`src/rtl/axi_sram_write_slave_pkg.sv`:
```
// Shared AXI write-slave definitions: widths, burst/response encodings, FSM states.
package axi_sram_write_slave_pkg;

  localparam int unsigned AXI_IDS_BITS  = 8;
  localparam int unsigned AXI_ADDR_BITS = 32;
  localparam int unsigned AXI_LEN_BITS  = 4;
  localparam int unsigned AXI_SIZE_BITS = 3;
  localparam int unsigned AXI_DATA_BITS = 32;
  localparam int unsigned AXI_STRB_BITS = 4;

  localparam logic [AXI_SIZE_BITS-1:0] SIZE_4B = 3'b010;

  typedef enum logic [1:0] {
    BURST_FIXED = 2'b00,
    BURST_INCR  = 2'b01,
    BURST_WRAP  = 2'b10,
    BURST_RSVD  = 2'b11
  } burst_e;

  typedef enum logic [1:0] {
    RESP_OKAY   = 2'b00,
    RESP_SLVERR = 2'b10
  } resp_e;

  typedef enum logic [1:0] {
    W_IDLE,
    W_DATA,
    W_RESP
  } wstate_e;

  // Only 4-byte beats with FIXED or INCR bursts are served.
  function automatic logic aw_illegal(logic [AXI_SIZE_BITS-1:0] size, logic [1:0] burst);
    return (size != SIZE_4B) || burst[1];
  endfunction

endpackage

```
`src/rtl/axi_sram_write_slave_addr_gen.sv`:
```
// Burst address register and beat counter; shared with the read-side slave.
module axi_burst_addr_gen
  import axi_sram_write_slave_pkg::*;
#(
  parameter int unsigned AW    = 14,
  parameter int unsigned LEN_W = AXI_LEN_BITS
) (
  input  logic             clk,
  input  logic             rst,
  input  logic             load,
  input  logic [AW-1:0]    start_addr,
  input  logic [LEN_W-1:0] len,
  input  logic [1:0]       burst,
  input  logic             advance,
  output logic [AW-1:0]    addr,
  output logic             is_last
);

  logic [LEN_W-1:0] cnt_q;
  logic [LEN_W-1:0] len_q;
  logic [1:0]       burst_q;

  always_ff @(posedge clk) begin
    if (rst) begin
      addr    <= '0;
      cnt_q   <= '0;
      len_q   <= '0;
      burst_q <= BURST_FIXED;
    end else if (load) begin
      addr    <= start_addr;
      cnt_q   <= '0;
      len_q   <= len;
      burst_q <= burst;
    end else if (advance) begin
      cnt_q <= cnt_q + 1'b1;
      // INCR wraps naturally at the word-address width
      if (burst_q == BURST_INCR)
        addr <= addr + 1'b1;
    end
  end

  assign is_last = (cnt_q == len_q);

endmodule

```
`src/rtl/axi_sram_write_slave.sv`:
```
// AXI write slave: one AW, its W burst written to a synchronous SRAM port, one B.
module axi_sram_write_slave
  import axi_sram_write_slave_pkg::*;
#(
  parameter int unsigned ID_W   = AXI_IDS_BITS,
  parameter int unsigned MEM_AW = 14
) (
  input  logic              clk,
  input  logic              rst,
  input  logic [ID_W-1:0]   AWID,
  input  logic [31:0]       AWADDR,
  input  logic [3:0]        AWLEN,
  input  logic [2:0]        AWSIZE,
  input  logic [1:0]        AWBURST,
  input  logic              AWVALID,
  output logic              AWREADY,
  input  logic [31:0]       WDATA,
  input  logic [3:0]        WSTRB,
  input  logic              WLAST,
  input  logic              WVALID,
  output logic              WREADY,
  output logic [ID_W-1:0]   BID,
  output logic [1:0]        BRESP,
  output logic              BVALID,
  input  logic              BREADY,
  output logic              mem_we,
  output logic [MEM_AW-1:0] mem_addr,
  output logic [31:0]       mem_wdata,
  output logic [3:0]        mem_wstrb
);

  wstate_e state_q;
  logic    err_q;
  logic    is_last;
  logic    aw_hs;
  logic    w_hs;
  logic    burst_done;
  logic    final_err;
  logic    unused_addr_bits;

  assign aw_hs      = AWVALID & AWREADY;
  assign w_hs       = WVALID & WREADY;
  // Either WLAST or the LEN-th beat ends the burst; disagreement is an error.
  assign burst_done = w_hs & (WLAST | is_last);
  assign final_err  = err_q | (WLAST ^ is_last);

  assign unused_addr_bits = ^{AWADDR[31:MEM_AW+2], AWADDR[1:0]};

  axi_burst_addr_gen #(
    .AW    (MEM_AW),
    .LEN_W (AXI_LEN_BITS)
  ) u_addr_gen (
    .clk        (clk),
    .rst        (rst),
    .load       (aw_hs),
    .start_addr (AWADDR[MEM_AW+1:2]),
    .len        (AWLEN),
    .burst      (AWBURST),
    .advance    (w_hs),
    .addr       (mem_addr),
    .is_last    (is_last)
  );

  assign mem_we    = w_hs & ~err_q;
  assign mem_wdata = WDATA;
  assign mem_wstrb = WSTRB;

  always_ff @(posedge clk) begin
    if (rst) begin
      state_q <= W_IDLE;
      AWREADY <= 1'b1;
      WREADY  <= 1'b0;
      BVALID  <= 1'b0;
      BID     <= '0;
      BRESP   <= RESP_OKAY;
      err_q   <= 1'b0;
    end else begin
      case (state_q)
        W_IDLE: begin
          if (aw_hs) begin
            BID     <= AWID;
            err_q   <= aw_illegal(AWSIZE, AWBURST);
            AWREADY <= 1'b0;
            WREADY  <= 1'b1;
            state_q <= W_DATA;
          end
        end
        W_DATA: begin
          if (burst_done) begin
            err_q   <= final_err;
            BRESP   <= final_err ? RESP_SLVERR : RESP_OKAY;
            WREADY  <= 1'b0;
            BVALID  <= 1'b1;
            state_q <= W_RESP;
          end
        end
        W_RESP: begin
          if (BREADY) begin
            BVALID  <= 1'b0;
            AWREADY <= 1'b1;
            state_q <= W_IDLE;
          end
        end
        default: begin
          AWREADY <= 1'b1;
          WREADY  <= 1'b0;
          BVALID  <= 1'b0;
          state_q <= W_IDLE;
        end
      endcase
    end
  end

endmodule

```
`config.mk`:
```
export PLATFORM = sky130hd
export DESIGN_NAME = axi_sram_write_slave
export DESIGN_NICKNAME = d
export VERILOG_FILES = /design/src/rtl/axi_sram_write_slave_pkg.sv /design/src/rtl/axi_sram_write_slave_addr_gen.sv /design/src/rtl/axi_sram_write_slave.sv
export SDC_FILE = /design/constraint.sdc
export NUM_CORES = 1
export LEC_CHECK = 0
export ABC_AREA = 1
export CAP_MARGIN = 20
export CORE_MARGIN = 5
export CORE_UTILIZATION = 39
export CTS_CLUSTER_DIAMETER = 150
export CTS_CLUSTER_SIZE = 25
export DETAILED_ROUTE_END_ITERATION = 12
export HOLD_SLACK_MARGIN = 0.05
export PLACE_DENSITY_LB_ADDON = 0.3
export SETUP_SLACK_MARGIN = 0.4
export SYNTH_ARGS = -nofsm -noshare
export SYNTH_HDL_FRONTEND = slang
export SYNTH_SLANG_ARGS = --single-unit
```
`constraint.sdc`:
```
create_clock -name clk -period 2.85 [get_ports clk]
set_clock_uncertainty 0.15 [all_clocks]
set_input_delay 0.57 -clock clk [delete_from_list [all_inputs] [get_ports clk]]
set_output_delay 0.57 -clock clk [all_outputs]
set_load 0.02 [all_outputs]
```
After elaboration in Yosys (flattened, before gate mapping) --
Cells that the tools add are included.
Operators by class: add/subtract/negate cells 2, eq/ne operators 8, multiplexer cells 20, bitwise logic cells 11, reductions and logical operators 14
Operators by type and width (count):
- 14-bit two-way mux | 3
- 3-bit AND reduction | 5
- 14-bit by 1-bit adder with 14-bit output (second input constant) | 1
- 1-bit one-hot mux with 3 select lines | 3
- 1-bit two-way mux | 8
- 2-bit two-way mux | 4
- 2-bit inequality test (second input constant) | 3
- 2-bit one-hot mux with 3 select lines | 1
- 2-bit AND reduction | 3
- 2-bit nonzero test | 3
- 4-bit by 1-bit adder with 4-bit output (second input constant) | 1
- 1-bit bitwise AND | 4
- 2-bit by 1-bit == test with 1-bit output (second input constant) | 2
- 4-bit == test | 1
- 1-bit inverter | 4
- 3-bit by 2-bit inequality test with 1-bit output (second input constant) | 1
- 2-bit == test (second input constant) | 1
- 2-bit logical NOT | 1
- 1-bit OR | 2
- 1-bit one-hot mux with 2 select lines | 1
- 2-bit OR reduction | 1
- 1-bit logical OR | 1
- 1-bit bitwise XOR | 1
Word-level totals: bits in registers 40, input port bits 91, output and inout port bits 64, logic and storage cells 66

Depth between registers and ports, before layout --
Gate-level depths: netlist (run 1).
word-level depth 5, depth in mapped cells 9, gate-level depth less buffers 9

Cells and area by module --
Synthesis (run 1) repeated with hierarchy kept, for this count alone.
Unflattened totals: cell total of the unflattened synthesis 324, area total of the unflattened synthesis 2260.9 um2
By module, submodules not included:
- axi_burst_addr_gen | instances 1, cells each 190, area each 1295.0 um2, sequential area each 480.5 um2
- axi_sram_write_slave | instances 1, cells each 134, area each 965.9 um2, sequential area each 300.3 um2

Worst setup path before layout (run 1) --
Ideal clock, no wire load.
path type input-to-output, start input WVALID, end output mem_we, arrival 0.945 ns, data required time 2.130 ns, slack 1.185 ns, cell stages on the path 2, cells stage by stage nand2_4 nor2_1
Between the ends: cells in the longest elaborated chain, start to end 2
RTL lines:
- start: declaration | RTL line axi_sram_write_slave.sv:20 | input logic WVALID,
- 1-bit bitwise AND | RTL line axi_sram_write_slave.sv:42 | assign w_hs = WVALID & WREADY;
- 1-bit bitwise AND | RTL line axi_sram_write_slave.sv:64 | assign mem_we = w_hs & ~err_q;
- end: declaration | RTL line axi_sram_write_slave.sv:26 | output logic mem_we,
No other way between the ends.

Worst setup path in the final report (run 1) --
Same ends and word-level chain as after synthesis.

==> impl_metrics.yaml, run 1 <==
setup_path:
  criticalPathCategory: "in -> out"
  path_max_fanout: 6
  cp.arrival_ns: 1.62
  cpPeakStageDelay_ns: 0.51
  r2r_start: "u_addr_gen.cnt_q[1]"
  cpMaxStageDelayCell: "clkdlybuf4s50_1"
  end_kind: "primary output"
  required_ns: 2.13
  cp_cell_sequence: "clkdlybuf4s50_1 > nand2_4 > nor2_1 > dlygate4sd2_1"
  worstSetupStartpointType: "input port"
  startpoint: "WVALID"
route:
  drc: 0
  wl_per_cell_um: 12.86
  dr.pass1.iters: 4
  vias: 2082
  drt_wl_total_um: 5480
  drt_iter0_markers: 114
  antenna_left: 0
  vias_per_cell: 4.887
sta:
  maxSlewViolCount: 0
  period_share_pct: 81.96
  max_freq_mhz: 428.1
  hold_viol: 0
  finalSetupViolCount: 0
  post-route-min-period_ns: 2.336
  finalSetupTns_ns: 0
  rsz0062_at_grt: "no"
layout:
  synthToLayoutAreaGrowth_pct: 23.11
  drive_gt1_share_pct: 9.687
  design.final.nets: 444
  final_common_cell: "clkdlybuf4s50_1"
  antenna_cells: 0
  fill_cells: 593
  multiInputGateArea_sq_um: 1094
  fin_util_pct: 48.65
  seqCellArea_sq_um: 780.7
  final_cell_mix: "clkdlybuf4s50_1 (62), nor2_1 (54), nand2_1 (53), dfxtp_1 (39), o21ai_0 (25)"
yosys:
  netlist_area_sq_um: 2312
  ys_seq_area_share_pct: 33.77
  synth_fp_nets: 416
  yosysWarnings: 0
  ys_ff_latch: 39
  synthCells: 322
  syn_area_per_cell_sq_um: 7.181
  synth.distinct_cells: 32
cts:
  clk_pin_slew_ns: 0.08
  cts_tree: "yes"
  clk_latency_ns: 0.29
  cts_buffers: 5
  htree_num_levels: 2
  ctsRootBufferMaster: "clkbuf_8"
  cts_sinks: 39
  postCtsSetupRepairBufs: 0
  hold_buffers: 0
  clockBufferDepth: 2
  cts_resized: 1
global_routing:
  grt_pass1_vias: 1940
  grt_start_max_net_pins: 21
  antenna_found_initial: 0
  grt_pass1_wl_um: 8990
  grt_overflow: 0
  track_usage_pct: 14.95
floorplanning:
  die_h_um: 87
  die_w_um: 87
  ios: 155
  core_sq_um: 5851
  start_util_pct: 39.52
  dieArea_sq_um: 7569
  rows: 28
hold_path:
  min-delay-start: "state_q[0]"
  hold_path_class: "reg -> reg"
power:
  power.density_nw_per_um2: 532.5
  ir_drop_mv: 0.2585
  p_leak_nw: 1.068
place:
  dp_hpwl_um: 4130
  gp_congestion: 0.8050
  port-buffer-count: 63
status:
  status: "complete, no violations"
job:
  cap_violations: 0
## registers in the layout, indices dropped and copies added, names as in the netlist, 2 cells and up
register	cells
u_addr_gen.len_q	4
u_addr_gen.addr	14
u_addr_gen.cnt_q	4
u_addr_gen.burst_q	2
BID	8
state_q	2
## where the power goes
part	switching [mW]	internal (mW)	leakage [nW]
logic	0.204	0.176	0.686
clock network	0.210	0.288	0.0618
registers	0.0437	0.593	0.321
## per-stage QoR
step | total power, mW | instance area, sq um | instances | hold slack [ns] | setup WS [ns]
after global routing | 1.596 | 2846 | 426 | 0.3483 | 0.4622
after global placement | 1.029 | 2726 | 418 | 0.2931 | 0.2489
after CTS | 1.529 | 2846 | 426 | 0.3136 | 0.5091
final | 1.516 | 2846 | 426 | 0.3137 | 0.5142
after floorplan | 0.9477 | 2312 | 322 | 0.2786 | 1.185
after detailed placement | 1.035 | 2726 | 418 | 0.3008 | 0.2280
## synthesized netlist by cell type (all sizes together)
master	count	area (sq um)
a211oi	2	15.01
a21oi	13	83.83
a31oi	7	43.79
buf	43	329.1
clkbuf	3	11.26
conb	1	3.750
dfxtp	39	780.8
ha	3	37.54
inv	24	97.60
nand2	57	261.5
nand3	21	105.1
nand3b	2	15.01
nand4	7	43.79
nor2	60	245.2
nor3	5	35.03
nor3b	1	7.510
o211ai	3	22.52
o21ai	25	125.1
o21bai	1	7.510
or2	1	6.260
xnor2	4	35.03
## worst max-delay path, delay by kind of cell
kind / cells / cell delay, ns
buffers and inverters: 2 / 0.84
and+or+nand+nor: 2 / 0.20
## path summary, 6_finish.rpt
| check | end | slack (ns) | cells after the start |
|---|---|---|---|
| worst max-delay path | mem_we | 0.51 | 4 |
| worst min-delay path | WREADY | 0.31 | 1 |
| worst max register to register | BVALID | 1.06 | 7 |
| worst min register to register | WREADY | 0.31 | 1 |
## per-layer routing
metal,part of all wire [%],up-vias,global-route usage [%]
li1,-,1070,-
met1,44,936,18.85
met2,48,62,24.91
met3,6.6,14,3.027
met4,1.1,0,5.807
met5,0,-,0
## layout make-up
type,instances,share of cell area (%)
Sequential cell,39,27.43
Timing Repair Buffer,67,23.16
Clock inverter,2,1.363
Multi-Input combinational cell,213,38.42
Inverter,24,3.429
Clock buffer,6,2.901
Tap cell,75,3.297
## kinds of logic after synthesis
group                      share of synthesized area [%]
other                                             0.1622
buffers and inverters                              18.94
DFF                                                33.77
adders and majority gates                          1.624
and+or+nand+nor                                    31.11
AOI/OAI and AO/OA                                  12.88
xor gates and xnor gates                           1.515
Note: power is estimated with default switching activity, not from simulation.
==> inputs of run 2 (changes only) <==
--- a/config.mk
+++ b/config.mk
@@ -8,7 +8,7 @@
 export ABC_AREA = 1
 export CAP_MARGIN = 20
 export CORE_MARGIN = 5
-export CORE_UTILIZATION = 39
+export CORE_UTILIZATION = 33
 export CTS_CLUSTER_DIAMETER = 150
 export CTS_CLUSTER_SIZE = 25
 export DETAILED_ROUTE_END_ITERATION = 12
==> constraint.sdc (replaced) <==
create_clock -name clk -period 2 [get_ports clk]
set_clock_uncertainty 0.15 [all_clocks]
set_input_delay 0.4 -clock clk [delete_from_list [all_inputs] [get_ports clk]]
set_output_delay 0.4 -clock clk [all_outputs]
set_load 0.02 [all_outputs]
==> run 2 against run 1 <==
Compared with the run above:
- sequential power up 44%
- combinational power grew 57%
- worst setup slack worse by 0.12 ns
- largest cell class unchanged
- highest routed layer unchanged
==> impl_metrics.yaml, run 2 (synthesized netlist as in run 1, its figures left out) <==
floorplanning:
  die_h_um: 93.71
  ios: 155
  dieArea_sq_um: 8781
  die_w_um: 93.71
  rows: 30
  start_util_pct: 34.03
  core_sq_um: 6794
route:
  antenna_left: 0
  drt_iter0_markers: 93
  wl_per_cell_um: 12.93
  dr.pass1.iters: 4
  drc: 0
  vias_per_cell: 4.594
  drt_wl_total_um: 5898
  vias: 2095
place:
  port-buffer-count: 63
  dp_hpwl_um: 4272
  postPlaceCellArea_sq_um: 2808
  gp_congestion: 0.8351
setup_path:
  reg2regPathDepth: 7
  cp.arrival_ns: 1.65
  end_kind: "flop"
  path_max_fanout: 4
  required_ns: 2.04
  criticalPathCategory: "reg -> reg"
  worstSetupStartpointType: "flop"
sta:
  maxSlewViolCount: 0
  post-route-min-period_ns: 1.605
  finalSetupViolCount: 0
  hold_viol: 0
  period_share_pct: 80.23
  max_freq_mhz: 623.2
  rsz0062_at_grt: "yes"
  whs_ns: 0.3122
power:
  ir_drop_mv: 0.3188
  p_int_mw: 1.375
  power.density_nw_per_um2: 681.4
  switching_share_pct: 33.67
  power_frac_seq_pct: 44.2
  p_switching_uw: 697.8
  p_leak_nw: 1.177
  p_clk_share_pct: 27.1
  p_comb_share_pct: 28.7
cts:
  htree_num_levels: 2
  cts_sinks: 39
  cts_buffers: 5
  clk_pin_slew_ns: 0.09
  clk_latency_ns: 0.30
  ctsRootBufferMaster: "clkbuf_8"
  clockBufferDepth: 2
  hold_buffers: 0
  cts_tree: "yes"
hold_path:
  hold_path_class: "reg -> reg"
  whs_path_depth: 1
layout:
  fill_cells: 704
  largestRegisters: "u_addr_gen.addr: 14 flops, BID: 8 flops"
  top_register: "u_addr_gen.addr"
  final_common_cell: "nand2_1"
  drive_gt1_share_pct: 25.56
  antenna_cells: 0
  seqCellArea_sq_um: 805.8
  synthToLayoutAreaGrowth_pct: 31.55
  largest_register_ff_count: 14
  design.final.nets: 453
  multiInputGateArea_sq_um: 1187
  final_cell_mix: "nand2_1 (52), nor2_1 (48), clkdlybuf4s50_1 (35), dfxtp_1 (23)"
  postLayoutCellArea_sq_um: 3042
global_routing:
  grt_pass1_vias: 2017
  grt_start_max_net_pins: 28
  grt_pass1_wl_um: 9473
  track_usage_pct: 13.25
  antenna_found_initial: 0
  grt_overflow: 0
status:
  status: "complete, no violations"
job:
  cap_violations: 0
-- run 2: changes by cell type in the layout (fill, tap and decap cells not counted), sizes merged --
cell	delta
clkdlybuf4s50	-27
clkbuf	+5
clkinvlp	+2
dlygate4sd2	+10
clkdlybuf4s15	+11
bufinv	-1
buf	+9
-- run 2: final timing paths --
path	startpoint	endpoint	slack (ns)
max	u_addr_gen.len_q[3]	err_q	0.40
min	state_q[0]	WREADY	0.31
max reg2reg	u_addr_gen.len_q[3]	err_q	0.40
min reg2reg	state_q[0]	WREADY	0.31
-- run 2: worst max-delay path, stage by stage (launching register included) --
cell and delay, ns:
dfxtp_2 0.34, xnor2_2 0.15, nand4_1 0.19, ha_4 0.23
nor3_4 0.23, inv_2 0.08, nand3_2 0.07, a21oi_2 0.05
-- run 2: final cells by class --
class                           instances  area share, %
Multi-Input combinational cell        213          39.04
Sequential cell                        39          26.49
Timing Repair Buffer                   76          24.27
Tap cell                               96          3.949
Inverter                               24          3.209
Clock buffer                            5          2.262
Clock inverter                          3         0.7816
-- run 2: timing repair --
item / in CTS / in global routing
setup buffers: 3 / 1
endpoints found under the setup margin: 41 / 35
cloned: 0 / 1
endpoints found under the hold margin: 0 / 0
pin swaps: 3 / 5
gates resized for setup: 62 / 45
-- run 2: per-stage QoR --
stage | power (mW) | setup slack (ns) | instances | utilization, % | setup TNS (ns)
after floorplan | 1.350 | 0.4406 | 322 | - | 0
after global placement | 1.493 | -0.1998 | 443 | 41.33 | -0.1998
after detailed placement | 1.501 | -0.2223 | 443 | 41.33 | -0.2223
after CTS | 2.050 | 0.4000 | 454 | 43.00 | 0
after global routing | 2.197 | 0.2867 | 456 | 44.77 | 0
final | 2.073 | 0.3953 | 456 | 44.77 | 0
-- run 2: routing by layer --
| layer | up-vias | GRT usage (%) | part of all wire [%] |
|---|---|---|---|
| met5 | - | 0 | 0 |
| met4 | 0 | 5.054 | 1.7 |
| met3 | 14 | 3.285 | 6.0 |
| met2 | 57 | 21.70 | 48 |
| met1 | 934 | 16.71 | 44 |
| li1 | 1090 | - | - |
-- run 2: power groups by stage --
| stage | logic, mW | registers, mW | clock network, mW |
|---|---|---|---|
| after floorplan | 0.375 | 0.976 | 0 |
| after global placement | 0.567 | 0.926 | 0 |
| after detailed placement | 0.574 | 0.927 | 0 |
| after CTS | 0.559 | 0.909 | 0.582 |
| after global routing | 0.660 | 0.928 | 0.608 |
| final | 0.596 | 0.916 | 0.561 |
==> inputs of run 3 (changes only) <==
--- a/config.mk
+++ b/config.mk
@@ -8,7 +8,7 @@
 export ABC_AREA = 1
 export CAP_MARGIN = 20
 export CORE_MARGIN = 5
-export CORE_UTILIZATION = 33
+export CORE_UTILIZATION = 36
 export CTS_CLUSTER_DIAMETER = 150
 export CTS_CLUSTER_SIZE = 25
 export DETAILED_ROUTE_END_ITERATION = 12
==> constraint.sdc (replaced) <==
create_clock -name clk -period 1.63 [get_ports clk]
set_clock_uncertainty 0.15 [all_clocks]
set_input_delay 0.326 -clock clk [delete_from_list [all_inputs] [get_ports clk]]
set_output_delay 0.326 -clock clk [all_outputs]
set_load 0.02 [all_outputs]
==> run 3 against run 2 <==
Compared with the run above:
- combinational power rose by 73%
- clock power increased by 16%
- flip-flop and latch count did not move
- die area down 7.5%
- via count is 11% higher
- power is 37% higher
- wire length is 13% higher
- final cell count increased by 4.2%
- global-route usage up 1.9 points
- final area up 25%
==> impl_metrics.yaml, run 3 (synthesized netlist as in run 1, its figures left out) <==
status:
  status: "complete, no violations"
route:
  vias_per_cell: 4.876
  drc: 0
  antenna_left: 0
  dr.pass1.iters: 4
  drt_wl_total_um: 6685
  drt-met1-wl_um: 2676
  wl_per_cell_um: 14.07
  wl_met3_um: 512
  drt_iter0_markers: 46
  vias: 2316
  top_layer: "met4"
  wl_met2_um: 3407
setup_path:
  end_kind: "flop"
  cpMaxStageDelayCell: "dfxtp_4"
  cp.arrival_ns: 1.63
  cpPeakStageDelay_ns: 0.36
  worstSetupStartpointType: "flop"
  cp_cell_sequence: "xnor2_2 > nand4_1 > ha_4 > nor2_1 > o21ai_1 > o21ai_1 > a21oi_1"
  critPathTopFamily: "flip-flops"
  reg2regPathDepth: 7
  critical_path.most_common_cell: "o21ai_1"
  critPathBufInv: 0
  criticalPathCategory: "reg -> reg"
  path_max_fanout: 2
  crit_cells: 7
  required_ns: 1.70
floorplanning:
  dieArea_sq_um: 8125
  start_util_pct: 36.62
  ios: 155
  core_sq_um: 6314
  die_w_um: 90.14
  rows: 29
  die_h_um: 90.14
power:
  p_comb_share_pct: 36.4
  p_clk_share_pct: 22.8
  power.density_nw_per_um2: 747.0
  p_leak_nw: 1.498
  ir_drop_mv: 0.4246
  p_int_mw: 1.889
  power_frac_seq_pct: 40.7
  p_switching_uw: 945.4
  switching_share_pct: 33.35
sta:
  fin_ws_ns: 0.06889
  rsz0062_at_grt: "yes"
  finalSetupTns_ns: 0
  maxSlewViolCount: 0
  max_freq_mhz: 640.6
  finalSetupViolCount: 0
  period_share_pct: 95.77
  post-route-min-period_ns: 1.561
  hold_viol: 0
layout:
  seqCellArea_sq_um: 863.3
  multiInputGateArea_sq_um: 1429
  largest_register_ff_count: 14
  final_cell_mix: "nand2_1 (44), buf_6 (37), nor2_1 (35), clkdlybuf4s50_1 (33), buf_4 (33)"
  top_register: "u_addr_gen.addr"
  largestRegisters: "u_addr_gen.addr: 14 flops, BID: 8 flops"
  design.final.nets: 491
  fill_cells: 550
  final_common_cell: "nand2_1"
  antenna_cells: 0
  drive_gt1_share_pct: 50.00
  synthToLayoutAreaGrowth_pct: 64.12
place:
  gp_congestion: 0.8530
  dp_hpwl_um: 4446
  dp_slack_ns: -0.4827
  port-buffer-count: 63
global_routing:
  grt_pass1_wl_um: 10430
  antenna_found_initial: 0
  grt_overflow: 0
  grt_start_max_net_pins: 16
  track_usage_pct: 15.19
  grt_pass1_vias: 2341
hold_path:
  hold_path_class: "reg -> reg"
  whs_path_depth: 1
cts:
  cts_tree: "yes"
  cts_sinks: 39
  clk_pin_slew_ns: 0.08
  hold_buffers: 0
  ctsRootBufferMaster: "clkbuf_8"
  cts_buffers: 5
  htree_num_levels: 2
  clk_latency_ns: 0.29
  clockBufferDepth: 2
job:
  cap_violations: 0
run 3: worst reg2reg max path, delay by kind of cell (launching register included):
kind                       cells  cell delay, ns
DFF                            1            0.36
xor gates and xnor gates       1            0.11
adders and majority gates      1            0.30
and+or+nand+nor                2            0.21
AOI/OAI and AO/OA              3            0.35
run 3: per-layer routing:
layer  global-route usage, %  vias to the layer above
met5                       0                        -
met4                   4.839                        0
met3                   5.676                       14
met2                   27.32                       66
met1                   16.33                     1073
li1                        -                     1163
run 3: area by class of cell:
| class | count | area share, % |
|---|---|---|
| inverters | 24 | 3.627 |
| multi-input cells | 213 | 37.65 |
| clock inverters | 2 | 0.3297 |
| well taps | 77 | 2.539 |
| clock buffers | 6 | 1.912 |
| flip-flops and latches | 39 | 22.75 |
| repair buffers | 114 | 31.19 |
run 3: per-stage QoR:
step | power, mW | utilization (%) | cell area (sq um) | instances | hold WS (ns)
after global placement | 1.929 | 48.24 | 3045 | 437 | 0.3029
after global routing | 2.988 | 60.11 | 3795 | 475 | 0.3277
final | 2.835 | 60.11 | 3795 | 475 | 0.3153
after detailed placement | 1.943 | 48.24 | 3045 | 437 | 0.3048
after floorplan | 1.700 | - | 2455 | 322 | 0.2357
after CTS | 2.736 | 55.41 | 3498 | 465 | 0.3219
run 3: repair_timing:
action / 4_1_cts / 5_1_grt
resized for setup: 227 / 65
buffers inserted: 19 / 10
gates cloned: 1 / 0
pin swaps: 11 / 18
setup endpoints to repair: 66 / 64
run 3: worst paths after layout:
check,slack [ns],from,to
setup / recovery,0.07,u_addr_gen.cnt_q[2],err_q
hold / removal,0.32,state_q[0],WREADY
setup reg to reg,0.07,u_addr_gen.cnt_q[2],err_q
hold reg to reg,0.32,state_q[0],WREADY
run 3: power groups by stage:
stage | registers, mW | logic, mW | clock network, mW
6_report | 1.15 | 1.03 | 0.648
5_1_grt | 1.17 | 1.11 | 0.711
4_1_cts | 1.14 | 0.926 | 0.666
3_5_place_dp | 1.15 | 0.789 | 0
3_3_place_gp | 1.15 | 0.780 | 0
2_1_floorplan | 1.22 | 0.485 | 0
